[src/rtl/uart_pkg.sv]
// uart_pkg: shared UART definitions used by uart_rx and uart_tx.
//   FSM state encodings (IDLE/START/DATA/STOP) and bit-timing helpers.
package uart_pkg;
  localparam logic [1:0] IDLE  = 2'd0;
  localparam logic [1:0] START = 2'd1;
  localparam logic [1:0] DATA  = 2'd2;
  localparam logic [1:0] STOP  = 2'd3;
  function automatic int cycles_per_bit(input int clk_hz, input int bit_rate);
    return (clk_hz - 1) / bit_rate;
  endfunction
  function automatic int half_bit(input int clk_hz, input int bit_rate);
    return cycles_per_bit(clk_hz, bit_rate) / 2;
  endfunction
endpackage

[src/rtl/uart_rx_sync.sv]
// uart_rx_sync: two-flop synchroniser for an asynchronous input.
//   clk    in  system clock
//   resetn in  asynchronous active-low reset
//   d      in  asynchronous input
//   q      out synchronised output (second flop), resets to RST_VAL
module uart_rx_sync #(
  parameter logic RST_VAL = 1'b1
) (
  input  logic clk,
  input  logic resetn,
  input  logic d,
  output logic q
);
  logic [1:0] ff_q, ff_d;
  always_comb ff_d = {ff_q[0], d};
  always_ff @(posedge clk or negedge resetn)
    if (!resetn) ff_q <= {2{RST_VAL}};
    else         ff_q <= ff_d;
  assign q = ff_q[1];
endmodule

[src/rtl/uart_rx.sv]
// uart_rx: UART receiver with holding register, valid/read handshake and sticky error flags.
//   clk               in  system clock
//   resetn            in  asynchronous active-low reset
//   uart_rxd          in  receive pin, async, idles high
//   uart_rx_read      in  one-cycle pulse: consume byte, clear flags
//   uart_rx_data      out last accepted byte
//   uart_rx_valid     out holding register holds an unread byte
//   uart_rx_busy      out frame in progress
//   uart_rx_overrun   out sticky: byte dropped while valid was set
//   uart_rx_frame_err out sticky: stop bit sampled low
// Build option: UART_RX_MAJORITY_EN selects 2-of-3 majority sampling around each bit centre.
module uart_rx
  import uart_pkg::*;
#(
  parameter int BIT_RATE     = 9600,
  parameter int CLK_HZ       = 50_000_000,
  parameter int PAYLOAD_BITS = 8,
  parameter int STOP_BITS    = 1
) (
  input  logic                    clk,
  input  logic                    resetn,
  input  logic                    uart_rxd,
  input  logic                    uart_rx_read,
  output logic [PAYLOAD_BITS-1:0] uart_rx_data,
  output logic                    uart_rx_valid,
  output logic                    uart_rx_busy,
  output logic                    uart_rx_overrun,
  output logic                    uart_rx_frame_err
);
  localparam int CPB = cycles_per_bit(CLK_HZ, BIT_RATE);
  localparam int HB  = half_bit(CLK_HZ, BIT_RATE);
  localparam int CW  = 1 + $clog2(CPB);
  localparam int BW  = $clog2(PAYLOAD_BITS + 1);
  if (STOP_BITS < 1) begin : g_bad_stop
    $error("uart_rx: STOP_BITS must be at least 1");
  end
  logic rxd_s, sample;
  uart_rx_sync #(.RST_VAL(1'b1)) u_sync (
    .clk    (clk),
    .resetn (resetn),
    .d      (uart_rxd),
    .q      (rxd_s)
  );
`ifdef UART_RX_MAJORITY_EN
  // Decision is taken one cycle after the nominal point, so the start
  // threshold moves by one and every later bit follows automatically.
  localparam int START_AT = HB + 1;
  logic [1:0] hist_q, hist_d;
  always_comb hist_d = {hist_q[0], rxd_s};
  always_ff @(posedge clk or negedge resetn)
    if (!resetn) hist_q <= 2'b11;
    else         hist_q <= hist_d;
  assign sample = (rxd_s & hist_q[0]) | (rxd_s & hist_q[1]) | (hist_q[0] & hist_q[1]);
`else
  localparam int START_AT = HB;
  assign sample = rxd_s;
`endif
  logic [1:0]              state_q, state_d;
  logic [CW-1:0]           cnt_q, cnt_d;
  logic [BW-1:0]           idx_q, idx_d;
  logic [PAYLOAD_BITS-1:0] shift_q, shift_d;
  logic [PAYLOAD_BITS:0]   shift_in;
  logic                    last_q, last_d;
  logic                    accept_q, accept_d;
  logic                    ferr_set;
  logic [PAYLOAD_BITS-1:0] data_q, data_d;
  logic                    valid_q, valid_d;
  logic                    overrun_q, overrun_d;
  logic                    frame_err_q, frame_err_d;
  assign shift_in = {sample, shift_q};
  always_comb begin
    state_d  = state_q;
    cnt_d    = cnt_q + CW'(1);
    idx_d    = idx_q;
    shift_d  = shift_q;
    last_d   = rxd_s;
    accept_d = 1'b0;
    ferr_set = 1'b0;
    case (state_q)
      IDLE: begin
        cnt_d = '0;
        // Start only on a falling edge: a held-low line (break) must rise first.
        if (!rxd_s && last_q) state_d = START;
      end
      START: if (cnt_q == CW'(START_AT)) begin
        cnt_d   = '0;
        idx_d   = '0;
        state_d = sample ? IDLE : DATA;
      end
      DATA: if (cnt_q == CW'(CPB)) begin
        cnt_d   = '0;
        shift_d = shift_in[PAYLOAD_BITS:1];
        idx_d   = idx_q + BW'(1);
        if (idx_q == BW'(PAYLOAD_BITS - 1)) state_d = STOP;
      end
      default: if (cnt_q == CW'(CPB)) begin
        cnt_d    = '0;
        state_d  = IDLE;
        accept_d = sample;
        ferr_set = !sample;
      end
    endcase
  end
  // Holding register: a read in the accept cycle frees room for the new byte.
  always_comb begin
    data_d      = (accept_q && (!valid_q || uart_rx_read)) ? shift_q : data_q;
    valid_d     = accept_q | (valid_q & ~uart_rx_read);
    overrun_d   = (accept_q & valid_q & ~uart_rx_read) | (overrun_q & ~uart_rx_read);
    frame_err_d = ferr_set | (frame_err_q & ~uart_rx_read);
  end
  always_ff @(posedge clk or negedge resetn)
    if (!resetn) begin
      state_q     <= IDLE;
      cnt_q       <= '0;
      idx_q       <= '0;
      shift_q     <= '0;
      last_q      <= 1'b1;
      accept_q    <= 1'b0;
      data_q      <= '0;
      valid_q     <= 1'b0;
      overrun_q   <= 1'b0;
      frame_err_q <= 1'b0;
    end else begin
      state_q     <= state_d;
      cnt_q       <= cnt_d;
      idx_q       <= idx_d;
      shift_q     <= shift_d;
      last_q      <= last_d;
      accept_q    <= accept_d;
      data_q      <= data_d;
      valid_q     <= valid_d;
      overrun_q   <= overrun_d;
      frame_err_q <= frame_err_d;
    end
  assign uart_rx_data      = data_q;
  assign uart_rx_valid     = valid_q;
  assign uart_rx_busy      = state_q != IDLE;
  assign uart_rx_overrun   = overrun_q;
  assign uart_rx_frame_err = frame_err_q;
endmodule

[config.mk]
export PLATFORM = sky130hd
export DESIGN_NAME = uart_rx
export DESIGN_NICKNAME = d
export VERILOG_FILES = /design/src/rtl/uart_pkg.sv /design/src/rtl/uart_rx_sync.sv /design/src/rtl/uart_rx.sv
export SDC_FILE = /design/constraint.sdc
export NUM_CORES = 1
export LEC_CHECK = 0
export CAP_MARGIN = 40
export CORE_MARGIN = 2
export CORE_UTILIZATION = 56
export CTS_CLUSTER_DIAMETER = 50
export CTS_CLUSTER_SIZE = 8
export DETAILED_ROUTE_END_ITERATION = 6
export MAX_ROUTING_LAYER = met4
export PLACE_DENSITY = 0.8
export REMOVE_ABC_BUFFERS = 1
export SLEW_MARGIN = 25
export SYNTH_ARGS = -nofsm -noshare
export SYNTH_HDL_FRONTEND = slang
export SYNTH_SLANG_ARGS = --single-unit
[constraint.sdc]
create_clock -name clk -period 2.2 [get_ports clk]
set_input_delay 0.33 -clock clk [delete_from_list [all_inputs] [get_ports clk]]
set_output_delay 0.33 -clock clk [all_outputs]
set_load 0.01 [all_outputs]
==> results of run 1 <==
layer usage:
| metal | global-route usage [%] | routed length (um) | vias to the layer above |
|---|---|---|---|
| met5 | - | 0 | - |
| met4 | 7.22 | 56 | 0 |
| met1 | 26.5 | 1610 | 646 |
| li1 | - | - | 621 |
| met2 | 32.8 | 1740 | 28 |
| met3 | 7.21 | 136 | 6 |
power groups by stage:
stage	clock network [W]	logic, W	registers (W)
floorplan	0	0.000167	0.000917
detailed placement	0	0.000236	0.000940
finish	0.000610	0.000238	0.000926
global route	0.000659	0.000272	0.000942
CTS	0.000614	0.000239	0.000925
global placement	0	0.000225	0.000932
metrics by stage:
stage / setup slack (ns) / cells / hold WS [ns] / total power [W] / util [%]
floorplan: 0.345 / 159 / 0.0344 / 0.00108 / -
global placement: 0.375 / 222 / 0.346 / 0.00116 / 64.0
detailed placement: 0.300 / 223 / 0.243 / 0.00118 / 64.6
CTS: 0.250 / 232 / 0.360 / 0.00178 / 67.9
global route: 0.0810 / 232 / 0.339 / 0.00187 / 67.9
finish: 0.257 / 232 / 0.368 / 0.00177 / 67.9
registers in the layout, summed over array words and instances, names as in the netlist:
register	flops
u_sync.ff_q	2
uart_rx_data	8
uart_rx_overrun	1
uart_rx_frame_err	1
last_q	1
cnt_q	14
uart_rx_valid	1
idx_q	4
shift_q	8
state_q	2
accept_q	1
Yosys cell counts, types with 2 or more instances:
library cell	count
nand3_1	10
and4_1	3
xnor2_1	4
dfrtp_1	40
xor2_1	7
dfstp_2	3
nand2_1	8
nand4b_1	2
nor2_1	16
nor3b_1	3
nand4_1	3
ha_1	3
nand2b_1	3
mux2_2	17
a21oi_1	4
nor3_1	3
and4bb_2	2
and3_1	3
o21ai_0	2
inv_1	7
repair_timing:
action | CTS | global route
hold buffers | 1 | 0
gates resized for setup | 0 | 0
hold endpoints to repair | 12 | 0
setup endpoints to repair | 0 | 0
worst max path at each step:
| stage | depth (start not counted) | start | to | slack (ns) |
|---|---|---|---|---|
| after floorplan | 6 | cnt_q[0]$_DFF_PN0_ | state_q[0]$_DFFE_PN0P_ | 0.35 |
| after global placement | 6 | cnt_q[0]$_DFF_PN0_ | state_q[0]$_DFFE_PN0P_ | 0.37 |
| after detailed placement | 6 | cnt_q[0]$_DFF_PN0_ | state_q[0]$_DFFE_PN0P_ | 0.30 |
| after CTS | 2 | state_q[0]$_DFFE_PN0P_ | uart_rx_busy | 0.25 |
| after global routing | 6 | cnt_q[0]$_DFF_PN0_ | state_q[0]$_DFFE_PN0P_ | 0.08 |
| final | 2 | state_q[0]$_DFFE_PN0P_ | uart_rx_busy | 0.26 |
cell type report:
type / instances / share of cell area, %
Clock buffer: 6 / 1.82
Clock inverter: 2 / 2.65
Inverter: 7 / 1.16
Multi-Input combinational cell: 109 / 35.8
Sequential cell: 43 / 47.6
Tap cell: 46 / 2.54
Timing Repair Buffer: 19 / 8.39
cell families after synthesis:
| family | after synthesis | synth area share (%) |
|---|---|---|
| muxes | 17 | 9.89 |
| DFF | 43 | 55.8 |
| buffers and inverters | 10 | 2.26 |
| adders and majority gates | 3 | 1.94 |
| xor gates and xnor gates | 11 | 4.98 |
| and+or+nand+nor | 64 | 19.8 |
| AOI/OAI and AO/OA | 14 | 5.30 |
critical path: stages (launching register included):
cell	delay (ns)
dfrtp_1	0.47
or2_2	0.31
clkdlybuf4s50_1	0.48
==> impl_metrics.py, run 1 <==
metrics = {
    "cells_and_area": {
        "ff_latch_area_sq_mm": 0.00108,
        "drive_gt1_share_pct": 19.9,
        "multi_input_area_sq_um": 812,
        "mostFrequentLayoutCells": "40 x dfrtp_1, 17 x mux2_2, 16 x nor2_1",
        "design_area_sq_mm": 0.00227,
        "mostFrequentLayoutCell": "dfrtp_1",
        "area_delta_synth_final_pct": 17.1,
        "n_fill_cell": 266,
        "diodes": 0,
        "final_nets": 192,
    },
    "clock_tree": {
        "cts_setup_buffers": 0,
        "cts.clk_slew.worst_paths_ns": 0.12,
        "htreeDepth": 2,
        "clock_path_buffers": 2,
        "cts_sinks": 43,
        "clock-root-buffer": "clkbuf_4",
        "tritoncts": "yes",
        "clock_latency_ns": 0.35,
        "cts_buffers": 5,
    },
    "global_routing": {
        "grt_max_degree": 32,
        "antenna_found_initial": 0,
        "grt_pass1_wl_um": 6270,
        "grt_pass1_vias": 1333,
        "gr-total-overflow": 0,
        "gr-usage-all-layers_pct": 21.3,
    },
    "power_and_ir_drop": {
        "power_density_mw_per_mm2": 782,
        "p_clk_share_pct": 34.4,
        "ir_drop_v": 0.000628,
        "leakagePower_nw": 1.06,
        "sequentialPowerShare_pct": 52.2,
        "pwr-share-comb_pct": 13.4,
        "p_int_w": 0.00132,
        "p_sw_w": 0.000453,
        "netSwitchingFraction_pct": 25.5,
    },
    "routing": {
        "drt-initial-drc-count": 46,
        "dr.pass1.iters": 4,
        "drt-vias-per-instance": 5.61,
        "vias": 1301,
        "ant_nets": 0,
        "wirelength_um": 3550,
        "remaining_drc_errors": 0,
        "wl_per_cell_um": 15.3,
    },
    "sta": {
        "max_freq_mhz": 515,
        "finalCriticalPeriod_ns": 1.94,
        "relSlewSlack_pct": 74.2,
        "rsz0062_at_grt": "no",
        "drv_slew": 0,
        "hold_viol_final": 0,
        "skew_ns": 0.00312,
        "tightest_slew_ns": 0.383,
        "fin_tns_setup_ns": 0,
        "finalCritPeriodShare_pct": 88.3,
        "setup-violations-final": 0,
    },
    "synthesis": {
        "synth_edf_count": 0,
        "async_flop_share_pct": 100,
        "synth_area_leaders": "dfrtp_1 52%, mux2_2 9.9%, dfstp_2 4.1%",
        "syn_avg_cell_area_sq_um": 11.9,
        "synth_cell_types": 39,
        "synth_top_cell_area_share_pct": 51.7,
        "ys_seq_elements": 43,
        "synth-main-ff-cell": "dfrtp_1",
        "ys_seq_area_share_pct": 55.8,
        "syn-cell-area_sq_mm": 0.00194,
        "synth_top_area_cell": "dfrtp_1",
        "synthCells": 162,
        "yosysWarnings": 0,
    },
    "min_path": {
        "holdCritStartpoint": "u_sync.ff_q[0]$_DFF_PN1_",
        "min_delay_path_depth": 0,
        "hold_end": "u_sync.ff_q[1]$_DFF_PN1_",
        "min_path_type": "reg -> reg",
    },
    "flow_run": {
        "drv_cap": 0,
    },
    "critical_path": {
        "r2r-end": "state_q[0]$_DFFE_PN0P_",
        "end_kind": "primary output",
        "worst_ep_arrival_time_ns": 1.61,
        "critical_path.max_fanout": 8,
        "r2r_slack_ns": 0.27,
        "required_ns": 1.87,
        "startpoint_type": "register",
        "setup.worst_path.class": "reg -> out",
        "reg2reg_depth": 6,
        "reg2reg_from": "cnt_q[0]$_DFF_PN0_",
    },
    "die": {
        "coreArea_sq_mm": 0.00334,
        "num_rows": 21,
        "die_x_um": 62.8,
        "initial_core_util_pct": 58.0,
        "fp.dieH_um": 62.8,
        "design.die.area_sq_mm": 0.00394,
        "ios": 16,
    },
    "placement": {
        "dp_hpwl_um": 2530,
        "portBuffers": 15,
        "place_area_sq_mm": 0.00216,
        "place_congestion": 0.865,
    },
    "run_status": {
        "outcome": "complete, no violations",
    },
}
Power figures use the tool's default switching activity.
==> inputs of run 2 (changes only) <==
CORE_UTILIZATION = 60   (was 56)
DONT_BUFFER_PORTS = 1   (was default)
PLACE_DENSITY = 0.79   (was 0.8)
==> impl_metrics.py, run 2 (synthesis gave the netlist of run 1 again) <==
metrics = {
    "run_status": {
        "outcome": "complete, no violations",
    },
    "clock_tree": {
        "cts_resized": 0,
        "tritoncts": "yes",
        "cts.clk_slew.worst_paths_ns": 0.13,
        "cts_setup_buffers": 0,
        "clock_path_buffers": 2,
        "clock-root-buffer": "clkbuf_4",
        "clock_latency_ns": 0.36,
        "cts_sinks": 43,
        "cts_buffers": 5,
        "htreeDepth": 2,
        "cts_hold_buf": 3,
    },
    "die": {
        "die_x_um": 60.8,
        "initial_core_util_pct": 63.4,
        "design.die.area_sq_mm": 0.00370,
        "num_rows": 20,
        "ios": 16,
        "coreArea_sq_mm": 0.00305,
        "fp.dieH_um": 60.8,
    },
    "cells_and_area": {
        "largest_register": "cnt_q",
        "area_delta_synth_final_pct": 9.50,
        "drive_gt1_share_pct": 21.4,
        "diodes": 0,
        "mostFrequentLayoutCell": "dfrtp_1",
        "mostFrequentLayoutCells": "40 x dfrtp_1, 17 x mux2_2, 16 x nor2_1",
        "largest_reg_flops": 14,
        "final_nets": 179,
    },
    "placement": {
        "dp_hpwl_um": 2320,
        "portBuffers": 0,
        "place_ws_ns": 0.304,
        "place_congestion": 0.834,
    },
    "routing": {
        "top_layer": "met4",
        "dr_wl_met3_um": 107,
        "wl_per_cell_um": 15.3,
        "met2_length_um": 1680,
        "dr.pass1.iters": 4,
        "drt-vias-per-instance": 5.67,
        "wirelength_um": 3310,
        "drt-initial-drc-count": 50,
        "vias": 1230,
        "remaining_drc_errors": 0,
        "ant_nets": 0,
        "met1_length_um": 1500,
    },
    "sta": {
        "fin_tns_setup_ns": 0,
        "relSlewSlack_pct": 73.0,
        "setup-violations-final": 0,
        "hold_viol_final": 0,
        "finalCritPeriodShare_pct": 88.0,
        "drv_slew": 0,
        "rsz0062_at_grt": "no",
        "max_freq_mhz": 517,
        "skew_ns": 0.0126,
        "finalCriticalPeriod_ns": 1.93,
        "worst_slack_ns": 0.265,
        "tightest_slew_ns": 0.399,
    },
    "critical_path": {
        "critical_path.max_fanout": 6,
        "required_ns": 2.44,
        "startpoint_type": "register",
        "worst_ep_arrival_time_ns": 2.18,
        "end_kind": "register",
        "setup.worst_path.class": "reg -> reg",
    },
    "min_path": {
        "min_path_type": "in -> reg",
    },
    "global_routing": {
        "antenna_found_initial": 0,
        "grt_pass1_vias": 1285,
        "gr-usage-all-layers_pct": 22.0,
        "gr-total-overflow": 0,
        "grt_pass1_wl_um": 5650,
        "grt_max_degree": 44,
    },
    "power_and_ir_drop": {
        "power_density_mw_per_mm2": 778,
        "ir_drop_v": 0.000431,
        "leakagePower_nw": 1.01,
    },
    "flow_run": {
        "drv_cap": 0,
    },
}
==> run 2: path summary, 6_finish.rpt <==
path / start / to / slack (ns) / cells past startpoint
worst max-delay path: cnt_q[0]$_DFF_PN0_ / state_q[0]$_DFFE_PN0P_ / 0.27 / 6
worst min-delay path: uart_rx_read / uart_rx_frame_err$_DFF_PN0_ / 0.06 / 1
worst max register to register: cnt_q[0]$_DFF_PN0_ / state_q[0]$_DFFE_PN0P_ / 0.27 / 6
worst min register to register: u_sync.ff_q[0]$_DFF_PN1_ / u_sync.ff_q[1]$_DFF_PN1_ / 0.36 / 0
max in group asynchronous: resetn / u_sync.ff_q[0]$_DFF_PN1_ / 1.51 / 2
min in group asynchronous: resetn / uart_rx_data[5]$_DFFE_PN0P_ / 0.42 / 2
==> run 2: area by class of cell <==
| class | count | area (sq um) |
|---|---|---|
| clock buffers | 5 | 37.5 |
| clock inverters | 3 | 43.8 |
| well taps | 44 | 55.1 |
| flip-flops and latches | 43 | 1080 |
| fillers | 235 | 933 |
| inverters | 7 | 26.3 |
| multi-input cells | 109 | 812 |
| repair buffers | 6 | 65.1 |
==> run 2: worst max-delay path, stage by stage (launching register included) <==
cell	delay [ns]
dfrtp_1	0.46
inv_1	0.08
ha_1	0.15
nor4b_4	0.25
a41oi_1	0.26
o21ba_4	0.29
mux2_2	0.33
==> run 2: per-layer routing <==
layer	vias up	track usage, %
li1	595	-
met1	610	25.4
met2	22	37.0
met4	0	10.2
met5	-	-
met3	3	3.84
==> run 2: per-stage QoR <==
stage / total power [W] / instances / utilization (%) / instance area [sq um] / hold WS, ns
after floorplan: 0.00108 / 159 / - / 1920 / 0.0344
after global placement: 0.00113 / 205 / 65.1 / 1990 / 0.0353
after detailed placement: 0.00115 / 205 / 65.1 / 1990 / 0.0353
after CTS: 0.00166 / 216 / 69.1 / 2110 / 0.00652
after global routing: 0.00175 / 217 / 69.4 / 2120 / 0.0457
final: 0.00165 / 217 / 69.4 / 2120 / 0.0570
==> run 2: power by group <==
group	internal, W	switching, W
clock	0.000239	0.000253
sequential	0.000843	0.0000860
combinational	0.000113	0.000114
total	0.00120	0.000453
